`config.mk`:
```
export PLATFORM = sky130hd
export DESIGN_NAME = uart_rx_oversampled
export DESIGN_NICKNAME = d
export VERILOG_FILES = /design/src/rtl/uart_pkg.sv /design/src/rtl/uart_tick_gen.sv /design/src/rtl/uart_rx_oversampled.sv
export SDC_FILE = /design/constraint.sdc
export NUM_CORES = 1
export LEC_CHECK = 0
export ABC_AREA = 1
export BUFFER_PORTS_ARGS = -buffer_cell sky130_fd_sc_hd__buf_2
export CAP_MARGIN = 15
export CORE_AREA = 10 10 82 63
export DETAILED_ROUTE_END_ITERATION = 8
export DIE_AREA = 0 0 92 73
export PLACE_DENSITY = 0.87
export SYNTH_ARGS = -nofsm -noshare
export SYNTH_HDL_FRONTEND = slang
export SYNTH_SLANG_ARGS = --single-unit
```
`constraint.sdc`:
```
create_clock -name clk -period 1.8 [get_ports clk]
set_input_delay 0.09 -clock clk [delete_from_list [all_inputs] [get_ports clk]]
set_output_delay 0.09 -clock clk [all_outputs]
set_load 0.02 [all_outputs]
```
`src/rtl/uart_pkg.sv`:
```
// Shared UART definitions for the receiver and the future transmitter.
//   parity_t   : frame parity mode
//   rx_state_t : receiver FSM states
//   maj3       : 2-of-3 majority vote used for bit decisions
package uart_pkg;

  typedef enum logic [1:0] {
    PARITY_NONE = 2'd0,
    PARITY_ODD  = 2'd1,
    PARITY_EVEN = 2'd2
  } parity_t;

  typedef enum logic [2:0] {
    RX_IDLE      = 3'd0,
    RX_START     = 3'd1,
    RX_DATA      = 3'd2,
    RX_PARITY    = 3'd3,
    RX_STOP      = 3'd4,
    RX_WAIT_HIGH = 3'd5
  } rx_state_t;

  function automatic logic maj3(input logic [2:0] s);
    return (s[0] & s[1]) | (s[0] & s[2]) | (s[1] & s[2]);
  endfunction

endpackage

```
`src/rtl/uart_tick_gen.sv`:
```
// Free-running oversample tick generator.
//   clk, reset : module clock, asynchronous active-high reset
//   restart    : re-phase the divider; next tick comes CLK_DIV cycles later
//   tick       : registered 1-cycle enable, once every CLK_DIV cycles
module uart_tick_gen #(
  parameter int unsigned CLK_DIV = 13
) (
  input  logic clk,
  input  logic reset,
  input  logic restart,
  output logic tick
);

  localparam int unsigned    CNT_W = $clog2(CLK_DIV);
  localparam logic [CNT_W-1:0] LAST = CNT_W'(CLK_DIV - 1);

  logic [CNT_W-1:0] cnt;

  // Preload 1 on restart: tick is registered, so this lands it exactly
  // CLK_DIV cycles after the restart cycle.
  always_ff @(posedge clk or posedge reset) begin
    if (reset) begin
      cnt  <= '0;
      tick <= 1'b0;
    end else if (restart) begin
      cnt  <= CNT_W'(1);
      tick <= 1'b0;
    end else begin
      tick <= (cnt == LAST);
      cnt  <= (cnt == LAST) ? '0 : cnt + CNT_W'(1);
    end
  end

endmodule

```
`src/rtl/uart_rx_oversampled.sv`:
```
// Oversampling UART receiver with majority vote, 5-9 data bits, optional
// parity, 1-2 stop bits and a one-entry valid/ready holding register.
//   clk, reset  : module clock, asynchronous active-high reset
//   rx          : asynchronous serial line, idle high
//   data, valid : received word (LSB first on the line) and holding-full flag
//   ready       : consumer accepts data when valid && ready
//   parity_err  : parity mismatch for the held word
//   frame_err   : a stop bit of the held word was sampled low
//   overrun     : sticky, a completed frame was dropped
module uart_rx_oversampled
  import uart_pkg::*;
#(
  parameter int unsigned CLK_DIV    = 13,
  parameter int unsigned OVERSAMPLE = 16,
  parameter int unsigned DATA_BITS  = 8,
  parameter parity_t     PARITY     = PARITY_NONE,
  parameter int unsigned STOP_BITS  = 1
) (
  input  logic                 clk,
  input  logic                 reset,
  input  logic                 rx,
  output logic [DATA_BITS-1:0] data,
  output logic                 valid,
  input  logic                 ready,
  output logic                 parity_err,
  output logic                 frame_err,
  output logic                 overrun
);

  localparam int unsigned       TC_W      = $clog2(OVERSAMPLE);
  localparam int unsigned       BC_W      = 4;
  localparam logic [TC_W-1:0]   MID_TICK  = TC_W'(OVERSAMPLE / 2 - 1);
  localparam logic [BC_W-1:0]   LAST_DATA = BC_W'(DATA_BITS - 1);
  localparam logic [BC_W-1:0]   LAST_STOP = BC_W'(STOP_BITS - 1);
  localparam logic              PAR_ODD   = (PARITY == PARITY_ODD);

  logic rx_meta, rx_sync, rx_prev;
  logic fall, restart, tick, mid, vote, rd, done;

  rx_state_t            state, state_nxt;
  logic [1:0]           samples, samples_nxt;
  logic [TC_W-1:0]      tick_cnt, tick_cnt_nxt;
  logic [BC_W-1:0]      bit_cnt, bit_cnt_nxt;
  logic [DATA_BITS-1:0] shreg, shreg_nxt, data_nxt;
  logic                 par_acc, par_nxt, ferr_acc, ferr_nxt;
  logic                 valid_nxt, perr_out_nxt, ferr_out_nxt, overrun_nxt;

  // Line synchronizer plus one delayed copy for falling-edge detection.
  always_ff @(posedge clk or posedge reset) begin
    if (reset) begin
      rx_meta <= 1'b1;
      rx_sync <= 1'b1;
      rx_prev <= 1'b1;
    end else begin
      rx_meta <= rx;
      rx_sync <= rx_meta;
      rx_prev <= rx_sync;
    end
  end

  assign fall    = rx_prev & ~rx_sync;
  assign restart = (state == RX_IDLE) && fall;
  assign mid     = tick && (tick_cnt == MID_TICK);
  assign rd      = valid && ready;
  // Two stored samples plus the one taken on this tick form the vote window.
  assign vote    = maj3({samples, rx_sync});

  uart_tick_gen #(.CLK_DIV(CLK_DIV)) u_tick (
    .clk     (clk),
    .reset   (reset),
    .restart (restart),
    .tick    (tick)
  );

  // State and datapath registers.
  always_ff @(posedge clk or posedge reset) begin
    if (reset) begin
      state      <= RX_IDLE;
      samples    <= 2'b11;
      tick_cnt   <= '0;
      bit_cnt    <= '0;
      shreg      <= '0;
      par_acc    <= 1'b0;
      ferr_acc   <= 1'b0;
      data       <= '0;
      valid      <= 1'b0;
      parity_err <= 1'b0;
      frame_err  <= 1'b0;
      overrun    <= 1'b0;
    end else begin
      state      <= state_nxt;
      samples    <= samples_nxt;
      tick_cnt   <= tick_cnt_nxt;
      bit_cnt    <= bit_cnt_nxt;
      shreg      <= shreg_nxt;
      par_acc    <= par_nxt;
      ferr_acc   <= ferr_nxt;
      data       <= data_nxt;
      valid      <= valid_nxt;
      parity_err <= perr_out_nxt;
      frame_err  <= ferr_out_nxt;
      overrun    <= overrun_nxt;
    end
  end

  // Next-state, bit assembly and holding-register control.
  always_comb begin
    state_nxt    = state;
    samples_nxt  = samples;
    tick_cnt_nxt = tick_cnt;
    bit_cnt_nxt  = bit_cnt;
    shreg_nxt    = shreg;
    par_nxt      = par_acc;
    ferr_nxt     = ferr_acc;
    data_nxt     = data;
    valid_nxt    = valid;
    perr_out_nxt = parity_err;
    ferr_out_nxt = frame_err;
    overrun_nxt  = overrun;
    done         = 1'b0;

    if (tick) begin
      samples_nxt  = {samples[0], rx_sync};
      tick_cnt_nxt = tick_cnt + TC_W'(1);
    end

    case (state)
      RX_IDLE: begin
        if (fall) begin
          state_nxt    = RX_START;
          tick_cnt_nxt = '0;
          par_nxt      = 1'b0;
          ferr_nxt     = 1'b0;
        end
      end
      RX_START: begin
        if (mid) begin
          if (vote) begin
            state_nxt = RX_IDLE;
          end else begin
            state_nxt   = RX_DATA;
            bit_cnt_nxt = '0;
          end
        end
      end
      RX_DATA: begin
        if (mid) begin
          shreg_nxt   = {vote, shreg[DATA_BITS-1:1]};
          bit_cnt_nxt = bit_cnt + BC_W'(1);
          if (bit_cnt == LAST_DATA) begin
            bit_cnt_nxt = '0;
            state_nxt   = (PARITY != PARITY_NONE) ? RX_PARITY : RX_STOP;
          end
        end
      end
      RX_PARITY: begin
        if (mid) begin
          par_nxt   = ((^shreg) ^ vote) != PAR_ODD;
          state_nxt = RX_STOP;
        end
      end
      RX_STOP: begin
        if (mid) begin
          ferr_nxt    = ferr_acc | ~vote;
          bit_cnt_nxt = bit_cnt + BC_W'(1);
          if (bit_cnt == LAST_STOP) begin
            done      = 1'b1;
            state_nxt = vote ? RX_IDLE : RX_WAIT_HIGH;
          end
        end
      end
      RX_WAIT_HIGH: begin
        // A held break must not retrigger until the line recovers.
        if (rx_sync) state_nxt = RX_IDLE;
      end
      default: state_nxt = RX_IDLE;
    endcase

    if (rd) begin
      valid_nxt   = 1'b0;
      overrun_nxt = 1'b0;
    end

    // A read in the same cycle frees the register for the new word.
    if (done) begin
      if (!valid || rd) begin
        data_nxt     = shreg;
        valid_nxt    = 1'b1;
        perr_out_nxt = par_acc;
        ferr_out_nxt = ferr_nxt;
      end else begin
        overrun_nxt = 1'b1;
      end
    end
  end

endmodule

```
# Yosys cells after proc, flatten, opt, wreduce, memory -nomap -nowiden
# Index checks and enable logic that the tools add are counted.
# Widths: inputs -> output; s select.
[word_totals]
input_bits = 4
regBits = 43
elab_cells = 100
[op_classes]
n_reduce_logical = 15
mux = 38
eq_ne = 17
add_sub_neg = 3
bitwise_logic = 10
[ops]
columns = ["op", "count"]
rows = [
  ["$mux 4", 10],
  ["$mux 3", 9],
  ["$ne 2x2->1 const B", 9],
  ["$pmux 3 s6", 1],
  ["$mux 1", 14],
  ["$add 4x1->4 const B", 3],
  ["$pmux 4 s3", 1],
  ["$eq 4x3->1 const B", 2],
  ["$reduce_and 8->1", 1],
  ["$reduce_xor 8->1", 1],
  ["$eq 3x2->1 const B", 2],
  ["$eq 3x3->1 const B", 2],
  ["$reduce_and 5->1", 1],
  ["$and 1x1->1", 4],
  ["$eq 4x4->1 const B", 1],
  ["$logic_not 4->1", 1],
  ["$pmux 1 s2", 2],
  ["$reduce_and 2->1", 2],
  ["$eq 3x1->1 const B", 1],
  ["$logic_and 1x1->1", 3],
  ["$logic_not 3->1", 1],
  ["$or 1x1->1", 3],
  ["$reduce_and 3->1", 1],
  ["$reduce_bool 3->1", 1],
  ["6 further kinds", 7],
]

# Longest topological paths before layout
# Gate-level depths: netlist of the first run.
[depth]
depth_word = 7
ltp_mapped = 11
depth_no_buf = 11

# Hierarchy
# Synthesis of the first run repeated with hierarchy kept, for this count alone.
[hier_totals]
cells_unflattened = 252
hier_area_um2 = 2109.5
[modules_own_cells]
columns = ["mod", "seq_area_each_um2", "area_each_um2", "cells_each", "n_inst"]
rows = [
  ["uart_rx_oversampled", 957.2, 1870.5, 227, 1],
  ["uart_tick_gen", 125.1, 239.0, 25, 1],
]

# Worst setup path after synthesis of the first run
# No wires, ideal clock.
[synth_timing]
path_kind = "register to register"
from = "register tick_cnt[0]"
to = "register shreg[7]"
path_stages_with_launch = 7
path_slack_ns = 0.484
required_time_ns = 1.672
arrival_ns = 1.188
path_buffers = 1
setup_ns = 0.128
synth_period_minus_slack_ns = 1.316
path_cell_list = "dfrtp_1 ha_1 nand4_4 inv_1 nand2_1 buf_2 o21ai_0"
[synth_via]
elab_chain_cells = 3
[synth_rtl]
columns = ["element", "line_no", "rtl"]
rows = [
  ["from (decl)", "uart_rx_oversampled.sv:42", "logic [TC_W-1:0] tick_cnt, tick_cnt_nxt;"],
  ["from (signal assigned)", "uart_rx_oversampled.sv:93", "tick_cnt <= tick_cnt_nxt;"],
  ["$eq 4x3->1", "uart_rx_oversampled.sv:63", "assign mid = tick && (tick_cnt == MID_TICK);"],
  ["$logic_and 1x1->1", "uart_rx_oversampled.sv:63", ""],
  ["$reduce_and 2->1 (no line)", "n/a", ""],
  ["to (signal assigned)", "uart_rx_oversampled.sv:95", "shreg <= shreg_nxt;"],
  ["to (decl)", "uart_rx_oversampled.sv:44", "logic [DATA_BITS-1:0] shreg, shreg_nxt, data_nxt;"],
]
# Every way passes these cells.
# A chain may end at the register's enable or synchronous reset.

# Worst setup path in the final report of the first run
[layout_timing]
from = "register tick_cnt[0]"
to = "register shreg[3]"
# Same word-level chain as after synthesis.

==> impl_metrics.py, run 1 <==
metrics = {
    "detailed_routing": {
        "first_pass_iters": 4,
        "drt_iter0_markers": 52,
        "finalWirelength_um": 3830,
        "wl_per_cell_um": 11.8,
        "vias": 1592,
        "ant_nets": 0,
        "drc_errors": 0,
        "via_per_inst": 4.88,
    },
    "setup_path": {
        "cp-start-kind": "flop",
        "slowest_stage": "dfrtp_1",
        "crit_chain": "ha_1 -> nand4_4 -> inv_1 -> nand2_1 -> nand2_1 -> o21ai_0",
        "max_stage_delay_ns": 0.39,
        "path_common_cell": "nand2_1",
        "crit_required_ns": 1.97,
        "path_class": "flop to flop",
        "critPathArrivalTime_ns": 1.67,
        "end_kind": "flop",
        "crit_fanout": 16,
    },
    "floorplan": {
        "start_util": 0.557,
        "coreArea_mm2": 0.00371,
        "ios": 16,
        "die_y_um": 73,
        "die_w_um": 92,
        "dieArea_mm2": 0.00672,
        "fp-row-count": 19,
    },
    "clocking": {
        "root_buffer": "clkbuf_8",
        "cts_tree": "done",
        "h-tree-depth": 2,
        "clock_latency_ns": 0.30,
        "cts-buffers-inserted": 5,
        "clock-sinks": 43,
        "cts_max_path_buffers": 2,
        "cts_resized": 0,
        "postCtsSetupBuffers": 0,
        "cts.clk_slew.worst_paths_ns": 0.08,
        "cts_hold_buf": 2,
    },
    "grt": {
        "met3_usage": 0.0411,
        "grt_antenna_before_repair": 0,
        "grt_usage": 0.122,
        "grt_max_degree": 44,
        "grt_pass1_vias": 1564,
        "grt_first_pass_wirelength_um": 6760,
        "grt_util_met2": 0.192,
        "grt-ovfl-total": 0,
        "busiest_layer": "met2",
        "use_met1": 0.149,
    },
    "timing": {
        "clock_skew_ns": 0.00617,
        "max_slew_margin": 0.653,
        "setup_viol": 0,
        "rsz0062_at_grt": "no",
        "fin_crit_sh": 0.834,
        "fin_crit_ns": 1.50,
        "clock.fmax_mhz": 666,
        "hold_viol": 0,
        "worstMarginPinSlew_ns": 0.521,
        "drv_slew": 0,
        "fin_tns_setup_ns": 0,
    },
    "finish": {
        "drive_gt1_frac": 0.146,
        "area_growth_syn_to_layout_pct": 12.6,
        "fillers": 320,
        "fin_nets": 282,
        "utilization": 0.628,
        "antenna_cells": 0,
    },
    "pwr": {
        "clkPwrFrac": 0.252,
        "leakagePower_nw": 1.20,
        "seq_power_share": 0.474,
        "switching_power_w": 0.000922,
        "power.internal_w": 0.00174,
        "ir_drop_uv": 731,
        "p_per_area_mw_per_mm2": 1140,
        "power_frac_comb": 0.274,
        "switching_share": 0.346,
    },
    "run": {
        "maxCapViolCount": 0,
    },
    "logic_synthesis": {
        "synth.avg_cell_area_um2": 8.27,
        "synth_area_mm2": 0.00207,
        "yosys_warnings": 0,
        "synth_cell_types": 25,
        "syn_inst": 250,
        "ys_seq_area_frac": 0.524,
        "synth.net_count": 259,
        "synth_seq_cells": 43,
    },
    "min_path": {
        "hold_class": "input port to flop",
    },
    "placement": {
        "io_buffer_count": 15,
        "gp_congestion": 0.817,
        "dp_hpwl_um": 2830,
    },
    "status": {
        "status": "complete, no violations",
    },
}
==> cells by family after synthesis <==
logic type,share of synthesized area
AO/OA/AOI/OAI,0.0981
XOR/XNOR,0.0254
adder cells (fa/ha/maj),0.0303
buffers and inverters,0.0835
flip-flops,0.524
multiplexers,0.00484
AND/OR/NAND/NOR,0.234
==> critical path, delay by kind of cell, from the launching register on <==
family                   cells  cell delay, ns
adder cells (fa/ha/maj)      1            0.23
buffers and inverters        1            0.12
AO/OA/AOI/OAI                1            0.09
flip-flops                   1            0.39
AND/OR/NAND/NOR              3            0.55
==> flip-flops by register name, indices dropped and copies added (netlist names) <==
name,count
bit_cnt,4
data,8
ferr_acc,1
frame_err,1
overrun,1
par_acc,1
parity_err,1
rx_meta,1
rx_prev,1
rx_sync,1
samples,2
shreg,8
state,3
tick_cnt,4
u_tick.cnt,4
u_tick.tick,1
valid,1
==> power groups by stage <==
| stage | combinational, W | sequential (W) | clock (W) |
|---|---|---|---|
| floorplan | 0.000593 | 0.00124 | 0 |
| global placement | 0.000688 | 0.00127 | 0 |
| detailed placement | 0.000733 | 0.00128 | 0 |
| CTS | 0.000738 | 0.00126 | 0.000682 |
| global route | 0.000846 | 0.00129 | 0.000715 |
| finish | 0.000729 | 0.00126 | 0.000670 |
==> layout by cell type (no fill, tap or decap), drive strengths merged <==
| cell | count |
|---|---|
| dfrtp | 38 |
| mux2i | 1 |
| nand2 | 78 |
| ha | 5 |
| nor2 | 14 |
| dfstp | 5 |
| dlygate4sd3 | 2 |
| o21a | 1 |
| xor2 | 3 |
| o22ai | 1 |
| o21ai | 33 |
| nor3 | 3 |
| xnor2 | 3 |
| buf | 18 |
| nand4 | 3 |
| nand3 | 14 |
| a21oi | 4 |
| inv | 40 |
| clkbuf | 8 |
==> per-layer routing <==
layer / wire, um / vias to the layer above / part of all wire
met4: 71 / 0 / 0.019
met3: 214 / 10 / 0.056
met5: 0 / - / 0
met2: 1680 / 35 / 0.44
met1: 1870 / 724 / 0.49
li1: - / 823 / -
==> per-stage QoR <==
step	setup WS, ns	total power [W]	instance area, um2	hold slack [ns]	std cells
floorplan	0.484	0.00183	2070	0.0945	250
detailed placement	0.281	0.00201	2210	0.196	316
CTS	0.267	0.00268	2330	0.0731	326
global placement	0.355	0.00196	2210	0.197	316
global route	0.132	0.00285	2330	0.129	326
finish	0.298	0.00266	2330	0.0724	326
==> area by class of cell <==
| type | instances | area [um2] | share of cell area |
|---|---|---|---|
| Tap cell | 52 | 65.1 | 0.0280 |
| Inverter | 40 | 150 | 0.0645 |
| Clock buffer | 8 | 100 | 0.0430 |
| Timing Repair Buffer | 20 | 118 | 0.0505 |
| Multi-Input combinational cell | 163 | 812 | 0.349 |
| Sequential cell | 43 | 1080 | 0.465 |
==> cell usage after synthesis (all sizes together) <==
| master | count | area [um2] |
|---|---|---|
| o21a | 1 | 7.51 |
| nand3 | 14 | 80.1 |
| nor2 | 14 | 60.1 |
| nand4 | 3 | 33.8 |
| o22ai | 1 | 6.26 |
| o21ai | 33 | 169 |
| xor2 | 3 | 26.3 |
| dfstp | 5 | 131 |
| buf | 4 | 22.5 |
| inv | 40 | 150 |
| xnor2 | 3 | 26.3 |
| ha | 5 | 62.6 |
| nand2 | 78 | 295 |
| nor3 | 3 | 15.0 |
| dfrtp | 38 | 951 |
| mux2i | 1 | 10.0 |
| a21oi | 4 | 20.0 |
==> path summary, 6_finish.rpt <==
check	cells after the start	start	endpoint	slack [ns]
setup / recovery	6	tick_cnt[0]	shreg[3]	0.30
hold / removal	4	ready	overrun	0.07
setup reg to reg	6	tick_cnt[0]	shreg[3]	0.30
hold reg to reg	0	rx_meta	rx_sync	0.36
max in group asynchronous	4	reset	rx_prev	0.97
min in group asynchronous	4	reset	overrun	0.46
Power figures use the tool's default switching activity.
==> inputs of run 2 (changes only) <==
--- a/config.mk
+++ b/config.mk
@@ -5,13 +5,13 @@
 export SDC_FILE = /design/constraint.sdc
 export NUM_CORES = 1
 export LEC_CHECK = 0
-export ABC_AREA = 1
+export ABC_AREA = 0
 export BUFFER_PORTS_ARGS = -buffer_cell sky130_fd_sc_hd__buf_2
 export CAP_MARGIN = 15
-export CORE_AREA = 10 10 82 63
+export CORE_AREA = 10 10 86 66
 export DETAILED_ROUTE_END_ITERATION = 8
-export DIE_AREA = 0 0 92 73
-export PLACE_DENSITY = 0.87
+export DIE_AREA = 0 0 96 76
+export PLACE_DENSITY = 0.83
 export SYNTH_ARGS = -nofsm -noshare
 export SYNTH_HDL_FRONTEND = slang
 export SYNTH_SLANG_ARGS = --single-unit
==> constraint.sdc (replaced) <==
create_clock -name clk -period 1.3 [get_ports clk]
set_input_delay 0.065 -clock clk [delete_from_list [all_inputs] [get_ports clk]]
set_output_delay 0.065 -clock clk [all_outputs]
set_load 0.02 [all_outputs]
==> impl_metrics.py, run 2 <==
metrics = {
    "status": {
        "status": "finished with violations",
        "violations": "setup timing",
    },
    "grt": {
        "grt_usage": 0.141,
        "grt_first_pass_wirelength_um": 8170,
        "grt_antenna_before_repair": 0,
        "grt_max_degree": 44,
        "grt-ovfl-total": 0,
        "grt_pass1_vias": 1620,
    },
    "logic_synthesis": {
        "synth-async-reset-ratio": 1.00,
        "synth_area_mm2": 0.00208,
        "synthTopCellsByCount": "dfrtp_1, nor2_1, a21oi_1, inv_1, mux2_4",
        "yosysTopAreaCellShare": 0.457,
        "synth_edf_count": 0,
        "ys_seq_area_frac": 0.520,
        "synth.most_common_cell": "dfrtp_1",
        "synth.net_count": 177,
        "synth_seq_cells": 43,
        "yosys_warnings": 0,
        "synthTopCellsByArea": "dfrtp_1, dfstp_2, mux2_4",
        "syn_inst": 168,
        "yosys.area.top_type": "dfrtp_1",
        "synth_ff_type": "dfrtp_1",
        "synth_cell_types": 50,
        "synth.avg_cell_area_um2": 12.4,
    },
    "detailed_routing": {
        "ant_nets": 0,
        "wl_per_cell_um": 18.3,
        "drc_errors": 0,
        "vias": 1597,
        "first_pass_iters": 4,
        "finalWirelength_um": 5350,
        "via_per_inst": 5.45,
        "drt_iter0_markers": 116,
    },
    "finish": {
        "area_growth_syn_to_layout_pct": 43.7,
        "design_area_mm2": 0.00299,
        "reg_top3": "data (8), shreg (8)",
        "fin_nets": 246,
        "fillers": 277,
        "layout_commonest_cell": "dfrtp_1",
        "antenna_cells": 0,
        "final_cell_mix": "dfrtp_1, buf_4, mux2_4, buf_2, buf_6",
        "drive_gt1_frac": 0.550,
    },
    "setup_path": {
        "cp-start-kind": "flop",
        "max_stage_delay_ns": 0.41,
        "critPathBufInv": 1,
        "slowest_stage": "dfrtp_1",
        "crit_fanout": 4,
        "crit_path_start": "state[0]",
        "critPathArrivalTime_ns": 1.92,
        "crit_path_end": "bit_cnt[3]",
        "worst_r2r_endpoint": "bit_cnt[3]",
        "crit_required_ns": 1.53,
        "end_kind": "flop",
        "crit_family": "simple AND/OR/NAND/NOR gates",
        "path_class": "flop to flop",
        "rrSetupSlack_ns": -0.38,
        "cp.depth": 5,
        "crit_chain": "or3b_4 -> buf_6 -> or2_4 -> a221o_1 -> o21ai_2",
        "ff2ff_path_depth": 5,
        "regToRegStartpoint": "state[0]",
    },
    "timing": {
        "clock.fmax_mhz": 595,
        "rsz0062_at_grt": "yes",
        "worstMarginPinSlew_ns": 0.276,
        "drv_slew": 0,
        "hold_viol": 0,
        "clock_skew_ns": 0.0115,
        "final.setup.worst_slack_ns": -0.382,
        "fin_crit_sh": 1.29,
        "setup_viol": 38,
        "fin_crit_ns": 1.68,
        "max_slew_margin": 0.816,
    },
    "floorplan": {
        "dieArea_mm2": 0.00730,
        "fp-row-count": 20,
        "die_w_um": 96,
        "die_y_um": 76,
        "ios": 16,
        "start_util": 0.507,
        "coreArea_mm2": 0.00410,
    },
    "placement": {
        "io_buffer_count": 15,
        "dp_hpwl_um": 3110,
        "placed_cell_area_mm2": 0.00253,
        "gp_congestion": 0.832,
    },
    "min_path": {
        "min_path_cells": 3,
        "hold_class": "input port to flop",
    },
    "clocking": {
        "clock_latency_ns": 0.31,
        "cts-buffers-inserted": 5,
        "cts_tree": "done",
        "root_buffer": "clkbuf_8",
        "h-tree-depth": 2,
        "clock-sinks": 43,
        "cts_max_path_buffers": 2,
        "cts.clk_slew.worst_paths_ns": 0.08,
    },
    "pwr": {
        "p_per_area_mw_per_mm2": 1130,
        "ir_drop_uv": 868,
        "total_power_w": 0.00339,
        "leakagePower_nw": 1.52,
    },
    "run": {
        "maxCapViolCount": 0,
    },
}
-- run 2: cell types whose count changed after synthesis, moves of 4 or more --
cell,delta
mux2_4,+8
mux2_2,+6
a21oi_1,+5
o21ai_1,-12
nand2_1,-70
mux2_1,+7
inv_1,-29
xnor2_1,+4
nand3b_1,+5
nand3_1,-11
o21ai_0,-17
-- run 2: metal layers --
layer  vias to the layer above  wire length [um]  global-route usage
li1                        743                 -                   -
met1                       775              2290               0.187
met2                        66              2620               0.205
met3                        13               312              0.0364
met4                         0               124              0.0662
met5                         -                 0                   0
-- run 2: report_power, final --
part           internal [W]  leakage [nW]  switching [W]  total, W
clock              0.000575        0.0524       0.000456   0.00103
sequential          0.00150         0.569       0.000115   0.00161
combinational      0.000382         0.894       0.000361  0.000743
total               0.00246          1.52       0.000931   0.00339
-- run 2: final cells by class --
type | count | area, um2 | area share
Clock inverter | 1 | 30.0 | 0.0100
Tap cell | 55 | 68.8 | 0.0230
Sequential cell | 43 | 1080 | 0.362
Multi-Input combinational cell | 110 | 1140 | 0.381
Timing Repair Buffer | 68 | 562 | 0.188
Inverter | 9 | 33.8 | 0.0113
Clock buffer | 7 | 76.3 | 0.0255
-- run 2: worst min path at each step --
stage           from       endpoint  slack [ns]
5_1_grt        ready          valid        0.26
4_1_cts        ready          valid        0.22
2_1_floorplan     rx        rx_meta        0.07
6_report       ready          valid        0.21
3_3_place_gp   reset  u_tick.cnt[1]        0.14
3_5_place_dp   reset        data[7]        0.15
-- run 2: kinds of logic (layout without fill, tap and decap cells) --
group | count (synthesis) | in the layout | share of synthesized area
simple gates | 44 | 45 | 0.141
flops | 43 | 43 | 0.520
compound gates | 25 | 25 | 0.0781
mux | 24 | 24 | 0.142
buf+inv | 16 | 85 | 0.0343
xor+xnor | 10 | 10 | 0.0487
fa+ha+maj | 6 | 6 | 0.0355
-- run 2: worst min-delay path, delay by kind of cell --
kind / cells / cell delay, ns
AND/OR/NAND/NOR: 2 / 0.33
buffers and inverters: 1 / 0.08
-- run 2: what timing repair did --
item | CTS | global route
setup endpoints to repair | 34 | 37
hold buffers | 3 | 0
buffers inserted | 5 | 7
gates resized for setup | 27 | 28
gates cloned | 1 | 0
pin swaps | 11 | 11
hold endpoints to repair | 40 | 0
-- run 2: per-stage QoR --
step / util / hold WS, ns / setup slack, ns / instances / TNS [ns]
3_3_place_gp: 0.616 / 0.136 / -0.312 / 269 / -7.04
2_1_floorplan: - / 0.0695 / -0.243 / 168 / -5.32
3_5_place_dp: 0.616 / 0.150 / -0.370 / 269 / -8.41
6_report: 0.729 / 0.207 / -0.382 / 293 / -9.04
5_1_grt: 0.729 / 0.261 / -0.389 / 293 / -9.93
4_1_cts: 0.688 / 0.222 / -0.339 / 286 / -5.99
==> inputs of run 3 (changes only) <==
--- a/config.mk
+++ b/config.mk
@@ -8,10 +8,11 @@
 export ABC_AREA = 0
 export BUFFER_PORTS_ARGS = -buffer_cell sky130_fd_sc_hd__buf_2
 export CAP_MARGIN = 15
-export CORE_AREA = 10 10 86 66
+export CORE_AREA = 10 10 74 76
 export DETAILED_ROUTE_END_ITERATION = 8
-export DIE_AREA = 0 0 96 76
+export DIE_AREA = 0 0 84 86
 export PLACE_DENSITY = 0.83
+export SLEW_MARGIN = 20
 export SYNTH_ARGS = -nofsm -noshare
 export SYNTH_HDL_FRONTEND = slang
 export SYNTH_SLANG_ARGS = --single-unit
==> impl_metrics.py, run 3 (synthesis gave the netlist of run 2 again) <==
metrics = {
    "status": {
        "status": "finished with violations",
        "violations": "setup timing",
    },
    "run": {
        "maxCapViolCount": 0,
    },
    "timing": {
        "setup_viol": 34,
        "worstMarginPinSlew_ns": 0.421,
        "final.setup.worst_slack_ns": -0.319,
        "rsz0062_at_grt": "yes",
        "hold_viol": 0,
        "fin_crit_sh": 1.25,
        "clock_skew_ns": 0.00423,
        "clock.fmax_mhz": 618,
        "fin_crit_ns": 1.62,
        "max_slew_margin": 0.719,
        "drv_slew": 0,
    },
    "floorplan": {
        "dieArea_mm2": 0.00722,
        "die_w_um": 84,
        "die_y_um": 86,
        "start_util": 0.524,
        "ios": 16,
        "fp-row-count": 23,
        "coreArea_mm2": 0.00397,
    },
    "clocking": {
        "root_buffer": "clkbuf_8",
        "h-tree-depth": 2,
        "cts.clk_slew.worst_paths_ns": 0.08,
        "clock-sinks": 43,
        "cts-buffers-inserted": 5,
        "clock_latency_ns": 0.30,
        "cts_max_path_buffers": 2,
        "cts_tree": "done",
    },
    "placement": {
        "io_buffer_count": 15,
        "pre_cts_ws_ns": -0.366,
        "dp_hpwl_um": 3170,
        "gp_congestion": 0.864,
    },
    "detailed_routing": {
        "ant_nets": 0,
        "vias": 1613,
        "first_pass_iters": 4,
        "drc_errors": 0,
        "finalWirelength_um": 5320,
        "drt_iter0_markers": 134,
        "via_per_inst": 5.66,
        "wl_per_cell_um": 18.7,
    },
    "grt": {
        "grt_first_pass_wirelength_um": 7870,
        "grt_antenna_before_repair": 0,
        "grt_max_degree": 44,
        "grt_usage": 0.133,
        "grt_pass1_vias": 1665,
        "grt-ovfl-total": 0,
    },
    "finish": {
        "fin_nets": 243,
        "regArea_mm2": 0.00108,
        "area_growth_syn_to_layout_pct": 39.1,
        "drive_gt1_frac": 0.574,
        "reg_top3": "data (8), shreg (8)",
        "final_cell_mix": "dfrtp_1, buf_4, buf_2",
        "fillers": 241,
        "multi_input_area_mm2": 0.00114,
        "antenna_cells": 0,
    },
    "min_path": {
        "min_path_cells": 3,
        "min_from": "ready",
        "hold_class": "input port to flop",
        "min_to": "valid",
    },
    "setup_path": {
        "slowest_stage": "or3b_4",
        "crit_fanout": 4,
        "crit_chain": "or3b_4 -> or2_4 -> a221o_1 -> o21ai_2",
        "path_class": "flop to flop",
        "max_stage_delay_ns": 0.43,
        "rrSetupSlack_ns": -0.32,
        "crit_required_ns": 1.53,
        "cp-start-kind": "flop",
        "end_kind": "flop",
        "critPathBufInv": 0,
        "regToRegStartpoint": "state[0]",
        "crit_family": "simple AND/OR/NAND/NOR gates",
        "worst_r2r_endpoint": "bit_cnt[3]",
        "critPathArrivalTime_ns": 1.85,
        "ff2ff_path_depth": 4,
    },
    "pwr": {
        "leakagePower_nw": 1.45,
        "ir_drop_uv": 776,
        "p_per_area_mw_per_mm2": 1140,
        "total_power_w": 0.00329,
    },
}
run 3: worst min-delay path, cell delays in order:
cell      delay [ns]
buf_2           0.09
nand2b_1        0.26
nand2_1         0.09
run 3: worst max-delay path by stage:
stage	start	end	slack, ns	depth (start not counted)
after floorplan	state[2]	shreg[0]	-0.24	4
after global placement	state[2]	shreg[5]	-0.34	3
after detailed placement	bit_cnt[0]	data[7]	-0.37	5
after CTS	bit_cnt[0]	data[0]	-0.27	5
after global routing	bit_cnt[0]	data[0]	-0.34	5
final	state[0]	bit_cnt[3]	-0.32	4
run 3: what timing repair did:
item | in CTS | in global routing
resized for setup | 19 | 28
endpoints found under the setup margin | 35 | 38
setup buffers | 3 | 10
gates cloned | 1 | 1
pin swaps | 5 | 15
endpoints found under the hold margin | 40 | 0
hold buffers | 3 | 0
run 3: routing by layer:
metal | GRT usage | up-vias | share of wire
li1 | - | 726 | -
met1 | 0.145 | 808 | 0.40
met2 | 0.226 | 57 | 0.52
met3 | 0.0426 | 22 | 0.048
met4 | 0.0685 | 0 | 0.038
met5 | 0 | - | 0
run 3: cell type report:
cell class	instances	share of cell area
Tap cell	50	0.0216
Clock buffer	7	0.0263
Multi-Input combinational cell	110	0.394
Clock inverter	1	0.00173
Timing Repair Buffer	65	0.171
Inverter	9	0.0117
Sequential cell	43	0.374
run 3: stage by stage:
step	TNS [ns]	util	instances	hold WS, ns	instance area, um2
after CTS	-5.85	0.684	276	0.231	2720
final	-6.88	0.729	285	0.252	2900
after global routing	-8.32	0.729	285	0.259	2900
after floorplan	-5.32	-	168	0.0695	2120
after global placement	-7.08	0.629	261	0.140	2500
after detailed placement	-8.06	0.629	261	0.145	2500
run 3: power breakdown:
part	switching, W	internal, W
clock	0.000443	0.000377
sequential	0.000106	0.00150
combinational	0.000399	0.000469
total	0.000948	0.00234
